### src/rtl/cpu_pkg.sv
// Shared CPU backend definitions: opcode and jump-condition encodings plus the lane data width.
package cpu_pkg;

    localparam int WIDTH = 16;

    typedef enum logic [3:0] {
        OP_ADD  = 4'h0,
        OP_SUB  = 4'h1,
        OP_MUL  = 4'h2,
        OP_DIV  = 4'h3,
        OP_MOVL = 4'h4,
        OP_MOVH = 4'h5,
        OP_JMP  = 4'h6,
        OP_VADD = 4'h8,
        OP_VSUB = 4'h9,
        OP_VMUL = 4'hA,
        OP_VDIV = 4'hB,
        OP_HALT = 4'hF
    } opcode_e;

    typedef enum logic [3:0] {
        J_Z  = 4'h0,
        J_NZ = 4'h1,
        J_S  = 4'h2,
        J_NS = 4'h3
    } jcond_e;

endpackage

### src/rtl/lane_alu.sv
// Combinational per-lane arithmetic: scalar and vector ALU ops share one datapath.
module lane_alu #(
    parameter int WIDTH = cpu_pkg::WIDTH
) (
    input  logic [3:0]       op,
    input  logic [WIDTH-1:0] a,
    input  logic [WIDTH-1:0] x,
    input  logic [7:0]       imm8,
    output logic [WIDTH-1:0] y
);
    import cpu_pkg::*;

    always_comb begin
        y = '0;
        case (op)
            OP_ADD, OP_VADD: y = a + x;
            OP_SUB, OP_VSUB: y = a - x;
            OP_MUL, OP_VMUL: y = a * x;
            // Divide by zero saturates to all ones instead of being undefined.
            OP_DIV, OP_VDIV: y = (x == '0) ? '1 : a / x;
            OP_MOVL:         y = {{(WIDTH-8){imm8[7]}}, imm8};
            OP_MOVH:         y = WIDTH'({imm8, x[7:0]});
            default:         y = '0;
        endcase
    end

endmodule

### src/rtl/exec_wb_lane.sv
// One execute/writeback lane: X input register, combinational ALU, registered WB request,
// plus branch redirect and sticky halt (lane 0 only).
module exec_wb_lane #(
    parameter int WIDTH = cpu_pkg::WIDTH,
    parameter int LANE  = 0
) (
    input  logic             clk,
    input  logic             reset,
    input  logic             in_valid,
    input  logic [15:0]      in_ins,
    input  logic [15:0]      in_pc,
    input  logic [WIDTH-1:0] in_ra_val,
    input  logic [WIDTH-1:0] in_rx_val,
    input  logic             stall,
    input  logic             flush,
    output logic             x_branch_taken,
    output logic [15:0]      x_branch_target,
    output logic             wb_wen,
    output logic             wb_vwen,
    output logic [3:0]       wb_waddr,
    output logic [WIDTH-1:0] wb_wdata,
    output logic             halted
);
    import cpu_pkg::*;

    localparam logic IS_LANE0 = (LANE == 0);

    logic             x_valid;
    logic [15:0]      x_ins;
    logic [WIDTH-1:0] x_ra;
    logic [WIDTH-1:0] x_rx;

    logic [3:0]       x_op;
    logic [3:0]       x_sub;
    logic             x_live;
    logic             scalar_wr;
    logic             vector_wr;
    logic             jump;
    logic             halt_op;
    logic             cond;
    logic             halting;
    logic             write_go;
    logic [WIDTH-1:0] alu_y;
    logic             unused_ok;

    assign unused_ok = ^in_pc;

    assign x_op  = x_ins[15:12];
    assign x_sub = x_ins[7:4];

    // A flushed instruction is dead for the whole cycle: no branch, no halt, no write.
    assign x_live = x_valid && !flush;

    always_comb begin
        scalar_wr = 1'b0;
        vector_wr = 1'b0;
        jump      = 1'b0;
        halt_op   = 1'b0;
        case (x_op)
            OP_ADD, OP_SUB, OP_MUL, OP_DIV, OP_MOVL, OP_MOVH: scalar_wr = IS_LANE0;
            OP_VADD, OP_VSUB, OP_VMUL, OP_VDIV:               vector_wr = 1'b1;
            OP_JMP:                                           jump      = IS_LANE0;
            OP_HALT:                                          halt_op   = IS_LANE0;
            default: ;
        endcase
    end

    always_comb begin
        cond = 1'b0;
        case (x_sub)
            J_Z:     cond = (x_ra == '0);
            J_NZ:    cond = (x_ra != '0);
            J_S:     cond = x_ra[WIDTH-1];
            J_NS:    cond = !x_ra[WIDTH-1];
            default: cond = 1'b0;
        endcase
    end

    assign x_branch_taken  = x_live && jump && cond;
    assign x_branch_target = x_rx[15:0];

    assign halting  = x_live && halt_op;
    assign write_go = x_live && !stall;

    lane_alu #(
        .WIDTH(WIDTH)
    ) u_alu (
        .op  (x_op),
        .a   (x_ra),
        .x   (x_rx),
        .imm8(x_ins[11:4]),
        .y   (alu_y)
    );

    // The halt consumes its own X slot, so the instruction behind it is never captured.
    always_ff @(posedge clk) begin
        if (reset) begin
            x_valid <= 1'b0;
            x_ins   <= '0;
            x_ra    <= '0;
            x_rx    <= '0;
            halted  <= 1'b0;
        end else begin
            if (halting) begin
                halted <= 1'b1;
            end
            if (flush || halting) begin
                x_valid <= 1'b0;
            end else if (!stall && !halted) begin
                x_valid <= in_valid;
                x_ins   <= in_ins;
                x_ra    <= in_ra_val;
                x_rx    <= in_rx_val;
            end
        end
    end

    always_ff @(posedge clk) begin
        if (reset) begin
            wb_wen   <= 1'b0;
            wb_vwen  <= 1'b0;
            wb_waddr <= '0;
            wb_wdata <= '0;
        end else if (write_go && (scalar_wr || vector_wr)) begin
            wb_wen   <= scalar_wr;
            wb_vwen  <= vector_wr;
            wb_waddr <= x_ins[3:0];
            wb_wdata <= alu_y;
        end else begin
            wb_wen   <= 1'b0;
            wb_vwen  <= 1'b0;
            wb_waddr <= '0;
            wb_wdata <= '0;
        end
    end

endmodule

### config.mk
export PLATFORM = sky130hd
export DESIGN_NAME = exec_wb_lane
export DESIGN_NICKNAME = d
export VERILOG_FILES = /design/src/rtl/cpu_pkg.sv /design/src/rtl/lane_alu.sv /design/src/rtl/exec_wb_lane.sv
export SDC_FILE = /design/constraint.sdc
export NUM_CORES = 1
export LEC_CHECK = 0
export BUFFER_PORTS_ARGS = -buffer_cell sky130_fd_sc_hd__buf_2
export CORE_ASPECT_RATIO = 0.75
export CORE_MARGIN = 5
export CORE_UTILIZATION = 45
export DETAILED_ROUTE_END_ITERATION = 10
export PLACE_DENSITY = 0.71
export SETUP_SLACK_MARGIN = 0.4
export SLEW_MARGIN = 15
export SYNTH_ARGS = -nofsm -noshare
export SYNTH_HDL_FRONTEND = slang
export SYNTH_SLANG_ARGS = --single-unit
### constraint.sdc
create_clock -name clk -period 54.9 [get_ports clk]
set_clock_uncertainty 0.15 [all_clocks]
set_input_delay 8.235 -clock clk [delete_from_list [all_inputs] [get_ports clk]]
set_output_delay 8.235 -clock clk [all_outputs]
set_load 0.05 [all_outputs]
==> results.md <==
* Initial Utilization at 45.9%
* Worst-path fanout max at 25
* Final Critical Period at 31.80 ns
* Top FF cell, synth: dfxtp_1
* Hold Path Class: reg -> reg
* Area of the multi-input gates at 12000 um^2
* Number of flops mapped to enable cells by yosys at 0
* Drt wl/cell at 20.6 um
* Setup TNS at 0 ns
* Yosys Warn Count at 0
* Async set-reset flop share out of synthesis at 0%
* Finish-stage setup viols at 0
* Row Count at 56
* Grt total ovfl at 0
* Routability Congestion at 0.983
* FMAX at 31.5 MHz
* CTS Sinks at 72
* IO Pins at 109
* Synth Cell Area at 14400 um^2
* Final Hold Viols at 0
* Pin count of the biggest net entering global routing at 52
* Top cells by count, synth: 286 x nand2_1, 205 x ha_1, 159 x inv_1, 152 x a21oi_1, 151 x nor2_1
* Critical path class: reg -> reg
* Iteration-0 DRC Markers at 1450
* ANT nets after route at 0
* Ant diodes at 0
* # Max-Cap Violations at 0
* DIE HEIGHT at 165 um
* H-tree Lvls at 3
* Area grow syn2layout at 8.37%
* Total track usage at 26.8%
* Crit path DAT at 31.88 ns
* Post-CTS Setup Repair Bufs at 0
* Initial antenna violation count at 0
* CP Launch Type: flip-flop
* Data required, critical path at 54.99 ns
* FILL cells at 3048
* Syn Inst Count at 1910
* Reg clk slew, reported paths at 0.06 ns
* Final Instance Area at 15600 um^2
* Setup repair after global routing missed its margin: false
* Die Span X at 217 um
* Hold-fix buffers, CTS at 0
* Syn Area/Cell at 7.54 um^2
* CTS Root Cell: clkbuf_16
* Global-route wire length before repair at 75600 um
* CP Capture Type: flip-flop
* Sequential cell area at 1440 um^2
* Critical Path Slowest Stage Cell: a21oi_1
* Number of synthesized register bits at 72
* PostCTS Resize Cnt at 0
* Area contributors post-synth: ha_1 18%, fa_1 11%, dfxtp_1 10%
* Worst-Skew Late Latency at 0.38 ns
* Longest Clk Path Bufs at 2
* Seq/Total Area, Yosys at 10.0%
* CTS buffer count at 9
* Layout Nets at 2317
* Max incr delay on CP at 0.84 ns
* Outcome: completed
* Port Buffers at 92
* CTS tree: yes
* Pre-Repair DR Iteration Count at 8
* Tcrit/Tclk final at 57.9%
* Vias per cell at 6.12
* Final Max Slew Viols at 0
* Yosys top cell area share at 17.8%
* Number of global-route vias before repair at 13700
* Dpl hpwl at 37600 um
* Die area at 35700 um^2
* DR DRC count at 0
* Distinct cells, synth at 84
* Total Wirelength at 48700 um
* Vias at 14500
* Max-slew headroom at 29.9%
* Fin util at 49.7%
* Most frequent cell after synthesis: nand2_1
* Layout cell share with drive strength beyond 1 at 11.6%
* Syn Nets at 2265
* Core box area at 31400 um^2
* Area leader, netlist: ha_1
* Placed cell area at 15300 um^2
* Worst slew pin tran at 1.05 ns
[critical path: cells and delay by family (launching register included)]
family,cells,cell delay (ns)
buf+inv,6,1.04
compound gates,65,15.45
simple gates,29,8.31
fa+ha+maj,15,4.69
mux,4,1.50
flops,1,0.48
[through the flow]
step	setup WS (ns)	instances	hold WS (ns)
after floorplan	27.26	1910	0.282
final	23.10	2372	0.299
after global placement	24.37	2357	0.287
after detailed placement	23.92	2357	0.292
after CTS	23.81	2372	0.300
after global routing	20.97	2372	0.311
[final timing paths]
kind / startpoint / endpoint / slack (ns) / cells past startpoint
max: x_branch_target[13]$_SDFFE_PP0P_ / wb_wdata[0]$_SDFF_PP0_ / 23.10 / 119
min: x_ins[2]$_SDFFE_PP0P_ / x_ins[2]$_SDFFE_PP0P_ / 0.30 / 2
max reg2reg: x_branch_target[13]$_SDFFE_PP0P_ / wb_wdata[0]$_SDFF_PP0_ / 23.10 / 119
min reg2reg: x_ins[2]$_SDFFE_PP0P_ / x_ins[2]$_SDFFE_PP0P_ / 0.30 / 2
[cell families (layout without fill, tap and decap cells)]
logic type / Yosys count / after routing / synth area share, %
AND/OR/NAND/NOR: 653 / 653 / 21.0
AO/OA/AOI/OAI: 459 / 459 / 21.1
adder cells (fa/ha/maj): 286 / 286 / 29.1
buffers and inverters: 252 / 308 / 6.75
XOR/XNOR: 145 / 145 / 8.82
flip-flops: 72 / 72 / 10.0
multiplexers: 43 / 43 / 3.27
[layout make-up]
type                            count  share of cell area (%)
Multi-Input combinational cell   1586                    77.0
Sequential cell                    72                    9.23
Timing Repair Buffer              131                    4.83
Inverter                          162                    3.90
Tap cell                          406                    3.25
Clock buffer                       10                    1.53
Clock inverter                      5                   0.248
[layer usage]
metal	GRT usage (%)	up-vias	part of all wire (%)
met2	41.1	776	42
met4	8.12	0	2.9
met1	36.6	6845	44
met5	0	-	0
met3	8.08	116	11
li1	-	6769	-
[state kept, by name, summed over array words and instances, names as in the netlist]
name,count
halted,1
wb_wdata,16
wb_waddr,4
wb_wen,1
wb_vwen,1
x_valid,1
x_branch_target,16
x_ins,16
x_ra,16
[cells in the final DEF, fill, tap and decap left out, types with 67 or more instances in the layout]
cell type	instances
buf_2	92
xnor2_1	98
nor2_1	150
o21ai_0	67
inv_1	159
a21oi_1	152
ha_1	205
nand2_1	285
fa_1	81
dfxtp_1	72
Power is left out: the tool's default activity adds up to more than one toggle a clock period on the data nets, which glitch-free logic cannot reach.
